[src/rtl/sdram_port_arbiter.sv]
// -----------------------------------------------------------------------------
// sdram_port_arbiter
//
// Shares one Avalon-MM style SDRAM controller command port between two masters
// (m0 = CPU data master, m1 = DMA/streaming master) on sys_clk.
//
//   * Round-robin arbitration; a command stalled by s_wait keeps the grant
//     (lock) until the controller accepts it.
//   * Each accepted read pushes the issuing master id into an in-order tag
//     FIFO; each s_rvalid pops the head and routes the beat to that master.
//   * Reads are held back while MAX_PEND reads are outstanding.
//   * err is a sticky flag for protocol violations (read+write together,
//     request dropped while locked, response with nothing outstanding).
//
// Ports
//   sys_clk, sys_rst          clock, synchronous active-high reset
//   mN_addr/read/write/wdata/be   master N command (N = 0, 1)
//   mN_wait                   stall to master N
//   mN_rdata, mN_rvalid       read response to master N
//   s_addr/wdata/be/read/write    command to the controller
//   s_wait                    controller stall
//   s_rdata, s_rvalid         controller read response (in issue order)
//   pend_cnt                  outstanding reads (registered)
//   err                       sticky protocol error (registered)
// -----------------------------------------------------------------------------
module sdram_port_arbiter #(
    parameter int AW       = 24,
    parameter int DW       = 16,
    parameter int MAX_PEND = 4
) (
    input  logic                        sys_clk,
    input  logic                        sys_rst,
    input  logic [AW-1:0]               m0_addr,
    input  logic                        m0_read,
    input  logic                        m0_write,
    input  logic [DW-1:0]               m0_wdata,
    input  logic [DW/8-1:0]             m0_be,
    output logic                        m0_wait,
    output logic [DW-1:0]               m0_rdata,
    output logic                        m0_rvalid,
    input  logic [AW-1:0]               m1_addr,
    input  logic                        m1_read,
    input  logic                        m1_write,
    input  logic [DW-1:0]               m1_wdata,
    input  logic [DW/8-1:0]             m1_be,
    output logic                        m1_wait,
    output logic [DW-1:0]               m1_rdata,
    output logic                        m1_rvalid,
    output logic [AW-1:0]               s_addr,
    output logic [DW-1:0]               s_wdata,
    output logic [DW/8-1:0]             s_be,
    output logic                        s_read,
    output logic                        s_write,
    input  logic                        s_wait,
    input  logic [DW-1:0]               s_rdata,
    input  logic                        s_rvalid,
    output logic [$clog2(MAX_PEND):0]   pend_cnt,
    output logic                        err
);

    localparam int PW = $clog2(MAX_PEND);
    localparam logic [PW:0] FULL_CNT = (PW+1)'(MAX_PEND);

    // State
    logic                rr_q, rr_d;
    logic                lock_q, lock_d;
    logic                lock_id_q, lock_id_d;
    logic [MAX_PEND-1:0] tag_q, tag_d;
    logic [PW-1:0]       wr_ptr_q, wr_ptr_d;
    logic [PW-1:0]       rd_ptr_q, rd_ptr_d;
    logic [PW:0]         cnt_q, cnt_d;
    logic                err_q, err_d;

    // Combinational helpers
    logic req0_s, req1_s;
    logic gnt_vld_s, gnt_id_s;
    logic g_rd_s, g_wr_s;
    logic full_s, blk_s, fwd_s, acc_s;
    logic push_s, pop_s, head_s;
    logic lock_req_s, illegal_s;

    assign req0_s = m0_read | m0_write;
    assign req1_s = m1_read | m1_write;

    // Grant selection: lock holder first, then lone requester, then round-robin
    always_comb begin
        gnt_vld_s = 1'b0;
        gnt_id_s  = 1'b0;
        if (lock_q) begin
            gnt_vld_s = 1'b1;
            gnt_id_s  = lock_id_q;
        end else if (req0_s && !req1_s) begin
            gnt_vld_s = 1'b1;
            gnt_id_s  = 1'b0;
        end else if (!req0_s && req1_s) begin
            gnt_vld_s = 1'b1;
            gnt_id_s  = 1'b1;
        end else if (req0_s && req1_s) begin
            gnt_vld_s = 1'b1;
            gnt_id_s  = ~rr_q;
        end else begin
            gnt_vld_s = 1'b0;
            gnt_id_s  = 1'b0;
        end
    end

    // read+write together is executed as a write
    assign g_rd_s = gnt_id_s ? (m1_read & ~m1_write) : (m0_read & ~m0_write);
    assign g_wr_s = gnt_id_s ? m1_write : m0_write;

    assign full_s = (cnt_q == FULL_CNT);
    assign blk_s  = gnt_vld_s & g_rd_s & full_s;

    // Forwarding; with no grant gnt_id_s is 0 so fields come from m0
    assign s_addr  = gnt_id_s ? m1_addr  : m0_addr;
    assign s_wdata = gnt_id_s ? m1_wdata : m0_wdata;
    assign s_be    = gnt_id_s ? m1_be    : m0_be;
    assign s_read  = ~sys_rst & gnt_vld_s & g_rd_s & ~full_s;
    assign s_write = ~sys_rst & gnt_vld_s & g_wr_s;

    assign fwd_s = s_read | s_write;
    assign acc_s = fwd_s & ~s_wait;

    // Granted master follows the controller stall (or is held while reads are
    // blocked); the other master is stalled only when it actually requests.
    assign m0_wait = sys_rst ? 1'b1 :
                     (gnt_vld_s && !gnt_id_s) ? (blk_s | s_wait) : req0_s;
    assign m1_wait = sys_rst ? 1'b1 :
                     (gnt_vld_s &&  gnt_id_s) ? (blk_s | s_wait) : req1_s;

    // Response routing from the tag FIFO head
    assign push_s    = acc_s & s_read;
    assign pop_s     = ~sys_rst & s_rvalid & (cnt_q != {(PW+1){1'b0}});
    assign head_s    = tag_q[rd_ptr_q];
    assign m0_rvalid = pop_s & ~head_s;
    assign m1_rvalid = pop_s &  head_s;
    assign m0_rdata  = s_rdata;
    assign m1_rdata  = s_rdata;

    assign lock_req_s = lock_id_q ? req1_s : req0_s;
    assign illegal_s  = (m0_read & m0_write) | (m1_read & m1_write);

    // Next-state: arbitration history, lock, tag FIFO and error flag
    always_comb begin
        rr_d      = rr_q;
        lock_d    = lock_q;
        lock_id_d = lock_id_q;
        tag_d     = tag_q;
        wr_ptr_d  = wr_ptr_q;
        rd_ptr_d  = rd_ptr_q;
        cnt_d     = cnt_q;
        err_d     = err_q;

        if (acc_s) begin
            rr_d   = gnt_id_s;
            lock_d = 1'b0;
        end else if (fwd_s && s_wait) begin
            lock_d    = 1'b1;
            lock_id_d = gnt_id_s;
        end else if (lock_q && !lock_req_s) begin
            // lock holder withdrew its stalled command
            lock_d = 1'b0;
            err_d  = 1'b1;
        end else begin
            lock_d = lock_q;
        end

        if (illegal_s) begin
            err_d = 1'b1;
        end else begin
            err_d = err_d;
        end

        if (s_rvalid && (cnt_q == {(PW+1){1'b0}})) begin
            err_d = 1'b1;
        end else begin
            err_d = err_d;
        end

        if (push_s) begin
            tag_d[wr_ptr_q] = gnt_id_s;
            wr_ptr_d        = wr_ptr_q + 1'b1;
        end else begin
            wr_ptr_d = wr_ptr_q;
        end

        if (pop_s) begin
            rd_ptr_d = rd_ptr_q + 1'b1;
        end else begin
            rd_ptr_d = rd_ptr_q;
        end

        case ({push_s, pop_s})
            2'b10:   cnt_d = cnt_q + 1'b1;
            2'b01:   cnt_d = cnt_q - 1'b1;
            default: cnt_d = cnt_q;
        endcase
    end

    // State registers with synchronous reset
    always_ff @(posedge sys_clk) begin
        if (sys_rst) begin
            rr_q      <= 1'b1;
            lock_q    <= 1'b0;
            lock_id_q <= 1'b0;
            tag_q     <= {MAX_PEND{1'b0}};
            wr_ptr_q  <= {PW{1'b0}};
            rd_ptr_q  <= {PW{1'b0}};
            cnt_q     <= {(PW+1){1'b0}};
            err_q     <= 1'b0;
        end else begin
            rr_q      <= rr_d;
            lock_q    <= lock_d;
            lock_id_q <= lock_id_d;
            tag_q     <= tag_d;
            wr_ptr_q  <= wr_ptr_d;
            rd_ptr_q  <= rd_ptr_d;
            cnt_q     <= cnt_d;
            err_q     <= err_d;
        end
    end

    assign pend_cnt = cnt_q;
    assign err      = err_q;

endmodule

[config.mk]
export PLATFORM = sky130hd
export DESIGN_NAME = sdram_port_arbiter
export DESIGN_NICKNAME = d
export VERILOG_FILES = /design/src/rtl/sdram_port_arbiter.sv
export SDC_FILE = /design/constraint.sdc
export NUM_CORES = 1
export LEC_CHECK = 0
export ABC_AREA = 1
export CORE_AREA = 2 2 74 76
export DETAILED_ROUTE_END_ITERATION = 10
export DIE_AREA = 0 0 76 78
export DONT_BUFFER_PORTS = 1
export GPL_ROUTABILITY_DRIVEN = 0
export PLACE_DENSITY = 0.49
export SLEW_MARGIN = 20
export SYNTH_ARGS = -nofsm -noshare
export SYNTH_HDL_FRONTEND = slang
export SYNTH_SLANG_ARGS = --single-unit
export TNS_END_PERCENT = 20
[constraint.sdc]
create_clock -name sys_clk -period 2.7 [get_ports sys_clk]
set_input_delay 0.405 -clock sys_clk [delete_from_list [all_inputs] [get_ports sys_clk]]
set_output_delay 0.405 -clock sys_clk [all_outputs]
set_load 0.05 [all_outputs]
# After elaboration in Yosys (flattened, before gate mapping)
# Index checks and enable logic that the tools add are counted.
# totals
output_inout_bits	84
reg_bits	15
# classes
muxes	31
order_cmp	3
bitwise_logic	29
n_eq_ne	5
n_addsub	4
reduce_logical	21
# ops
operator	count
$mux 1	24
$mux 24	1
$and 1x1->1	16
$mux 16	1
$logic_and 1x1->1	9
$not 1->1	8
$lt 2x3->1 const B	2
$pmux 3 s2	1
$reduce_bool 3->1	2
$or 1x1->1	5
$add 2x1->2 const B	2
$bwmux 4	1
$logic_not 1->1	4
$reduce_bool 2->1	2
$add 3x1->3 const B	1
$eq 3x3->1 const B	1
$logic_not 3->1	1
$ne 3x1->1 const B	1
$ne 3x2->1 const B	1
$reduce_and 3->1	1
$sub 3x1->3 const B	1
$bmux 1 s2	1
$demux 1 s2	1
$eq 2x1->1 const B	1
5 further kinds	5

# Depth between registers and ports, before layout
# Gate-level depths: netlist of run 1.
# logic_depth
word_depth	15
ltp_mapped	13

# Least setup slack after synthesis of run 1
# No wires, ideal clock.
# synth_path
path_kind	input -> output
start	input m1_write
end	output m1_wait
cell_stages	5
path_slack_ns	0.408
arrival_ns	1.887
n_path_buf	0
path_cell_list	nor2_4 > nand2_2 > nand3_4 > inv_2 > o21ai_0
# synth_between
elab_chain_len	12
word_cells_on_any_way	22
cone_classes	mux: 11; bitwise: 6; reduce/logical: 5
# synth_lines
element	line	rtl
start: declaration	43	input logic m1_write,
$or 1x1->1	83	assign req1_s = m1_read | m1_write;
$logic_and 1x1->1	98	end else if (req0_s && req1_s) begin
$mux 1	98	
$mux 1	95	end else if (!req0_s && req1_s) begin
$mux 1	92	end else if (req0_s && !req1_s) begin
$mux 1	89	if (lock_q) begin
$mux 1	108	assign g_rd_s = gnt_id_s ? (m1_read & ~m1_write) : (m0_read & ~m0_write);
$and 1x1->1 (2 in series)	112	assign blk_s = gnt_vld_s & g_rd_s & full_s;
$or 1x1->1	129	(gnt_vld_s && gnt_id_s) ? (blk_s | s_wait) : req1_s;
$mux 1 (*)	129	
$mux 1 (*)	128	assign m1_wait = sys_rst ? 1'b1 :
end: declaration	46	output logic m1_wait,
# Every way passes the cells marked *; elsewhere a longest branch is shown, timed or not.

# Worst setup path in the final report of run 1
# layout_path
start	register lock_id_q
end	output m1_wait
# layout_between
elab_chain_len	7
word_cells_on_any_way	8
cone_classes	mux: 4; bitwise: 3; reduce/logical: 1
# layout_lines
element	line	rtl
start: declaration	67	logic lock_id_q, lock_id_d;
start signal: assignment	214	lock_id_q <= lock_id_d;
$mux 1 (*)	89	
$mux 1	108	
$and 1x1->1 (2 in series)	112	
$or 1x1->1	129	
$mux 1 (*)	129	
$mux 1 (*)	128	
# Marked as above.

==> flow_summary.json, run 1 <==
{
  "reg2reg_slack_ps": 530,
  "cts_root_buf": "clkbuf_8",
  "drtIter0Drc": 78,
  "place_inst": 394,
  "clk_latency_ps": 250,
  "fin_setup_tns_ps": 0,
  "final_util": 0.500,
  "ctsHoldBuffers": 0,
  "rows": 26,
  "intPower_mw": 1.02,
  "io_buffers": 0,
  "grt_max_degree": 46,
  "antenna_found_initial": 0,
  "synthFlopType": "dfxtp_1",
  "grt-ovfl-total": 0,
  "cts.htree.levels": 1,
  "io_pins": 192,
  "antenna_cells": 0,
  "cts_tree": "yes",
  "crit_type": "flip-flop to primary output",
  "coreArea_um2": 5040,
  "rsz0062_at_grt": "false",
  "ant_nets": 0,
  "skew_ps": 5.58,
  "vdd_ir_drop_max_mv": 0.426,
  "most-common-layout-cells": "150 x nand2_1, 43 x buf_12, 26 x inv_1",
  "cts_resized": 0,
  "cp.required_ps": 2300,
  "final_area_um2": 2520,
  "p_leak_nw": 1.27,
  "wl_um": 5660,
  "final_layout_size_suffix_gt1_frac": 0.207,
  "switching_share": 0.522,
  "grt.total_usage": 0.178,
  "register_area_um2": 300,
  "stdcell_count": 398,
  "ys_warn_count": 0,
  "dieArea_um2": 5930,
  "dr.pass1.iters": 4,
  "powerDensity_nw_per_um2": 845,
  "cts_made_buffers": 3,
  "cts_max_path_buffers": 2,
  "startpoint_type": "flip-flop",
  "synth_nets": 428,
  "n_fill_cell": 507,
  "die_h_um": 78,
  "fin_nets": 443,
  "setup_viol": 0,
  "syn-cell-area_um2": 1750,
  "synth_edf_count": 0,
  "grt_pass1_wl_um": 8560,
  "power_frac_seq": 0.124,
  "hold_slack_ps": 217,
  "slew_headroom": 0.538,
  "path_max_fanout": 45,
  "drc": 0,
  "syn_avg_cell_area_um2": 5.57,
  "ys_seq_area_frac": 0.172,
  "end_kind": "primary output",
  "cap_violations": 0,
  "multiInputGateArea_um2": 1050,
  "worst_pin_slew_ps": 692,
  "cts_setup_buffers": 0,
  "clkSinkCount": 15,
  "fin_crit_sh": 0.901,
  "start_util": 0.347,
  "clkTransAtPathRegs_ps": 70,
  "wl_per_cell_um": 14.2,
  "final_common_cell": "nand2_1",
  "postPlaceCellArea_um2": 2480,
  "async_flop_share": 0,
  "area_growth_pct": 44.2,
  "vias": 1890,
  "syn_inst": 314,
  "critPathArrivalTime_ps": 2030,
  "synth-seq-cells": 15,
  "grt_pass1_vias": 1646,
  "slew_viol_final": 0,
  "yosysUniqueCellTypes": 27,
  "comb_power_share": 0.788,
  "hpwl_um": 4680,
  "die_w_um": 76,
  "hold_path_class": "primary input to flip-flop",
  "hold_violations": 0,
  "switching_power_mw": 1.11,
  "final.min_clock_period_ps": 2430,
  "outcome": "finished, final reports clean",
  "via_per_inst": 4.75,
  "fmax_mhz": 411,
  "clkPwrFrac": 0.088
}
[cells in the mapped netlist (5+ instances only)]
| cell type | instances | share of area |
|---|---|---|
| a21oi_1 | 11 | 0.031 |
| buf_2 | 5 | 0.014 |
| o21ai_0 | 8 | 0.023 |
| nand3_1 | 8 | 0.023 |
| buf_4 | 33 | 0.14 |
| inv_1 | 26 | 0.056 |
| ha_1 | 5 | 0.036 |
| nand4_1 | 5 | 0.018 |
| nand2_1 | 150 | 0.32 |
| nor2_1 | 22 | 0.047 |
| dfxtp_1 | 15 | 0.17 |
[stage by stage]
stage	worst slack, ps	power (mW)
finish	268	2.13
global route	86.5	2.24
CTS	250	2.15
detailed placement	473	1.96
global placement	514	1.95
floorplan	408	1.32
[power by group through the flow]
stage,sequential [mW],clock (mW),combinational (mW)
2_1_floorplan,0.285,0,1.03
3_3_place_gp,0.269,0,1.68
3_5_place_dp,0.269,0,1.69
4_1_cts,0.265,0.193,1.70
5_1_grt,0.267,0.205,1.76
6_report,0.265,0.187,1.68
[critical path, cell delays in order, from the launching register on]
cell and delay, ps:
dfxtp_1 390, inv_1 50, nand2_1 150, nand3_4 140
inv_2 530, a21oi_1 150, o21ai_1 170, buf_12 170
[registers in the layout (all words and copies together) (netlist names)]
register,flops
rr_q,1
lock_id_q,1
tag_q,4
wr_ptr_q,2
lock_q,1
err,1
pend_cnt,3
rd_ptr_q,2
[worst paths after layout]
kind	startpoint	to	cells past startpoint
setup / recovery	lock_id_q	m1_wait	7
hold reg to reg	rr_q	rr_q	2
setup reg to reg	lock_id_q	pend_cnt[2]	11
hold / removal	sys_rst	err	1
[layer usage]
metal	global-route usage	share of wire	wire (um)	vias up
met5	0	0	0	-
met4	0.0527	0.019	106	0
met3	0.0640	0.084	474	8
met2	0.288	0.50	2830	88
met1	0.222	0.40	2240	834
li1	-	-	-	960
[area by class of cell]
type	count	area share
clock buffer	4	0.0178
sequential	15	0.119
tap	70	0.0347
multi-input combinational	228	0.417
timing repair buffer	52	0.368
inverter	29	0.0431
[logic make-up after synthesis]
kind of cell,Yosys count,share of synthesized area
AO/OA/AOI/OAI,23,0.0729
adder cells (fa/ha/maj),6,0.0472
buffers and inverters,71,0.227
flip-flops,15,0.172
AND/OR/NAND/NOR,199,0.482
(Power assumes the default switching activity.)
==> run 2: changes to the inputs <==
Settings changed: CAP_MARGIN set to 20.
==> results of run 2 <==
No change in the layout: final DEF, timing and power equal those of run 1.
==> run 3: changes to the inputs <==
Settings changed: SKIP_LAST_GASP set to 1.
==> results of run 3 <==
No change in the layout: final DEF, timing and power equal those of run 1.
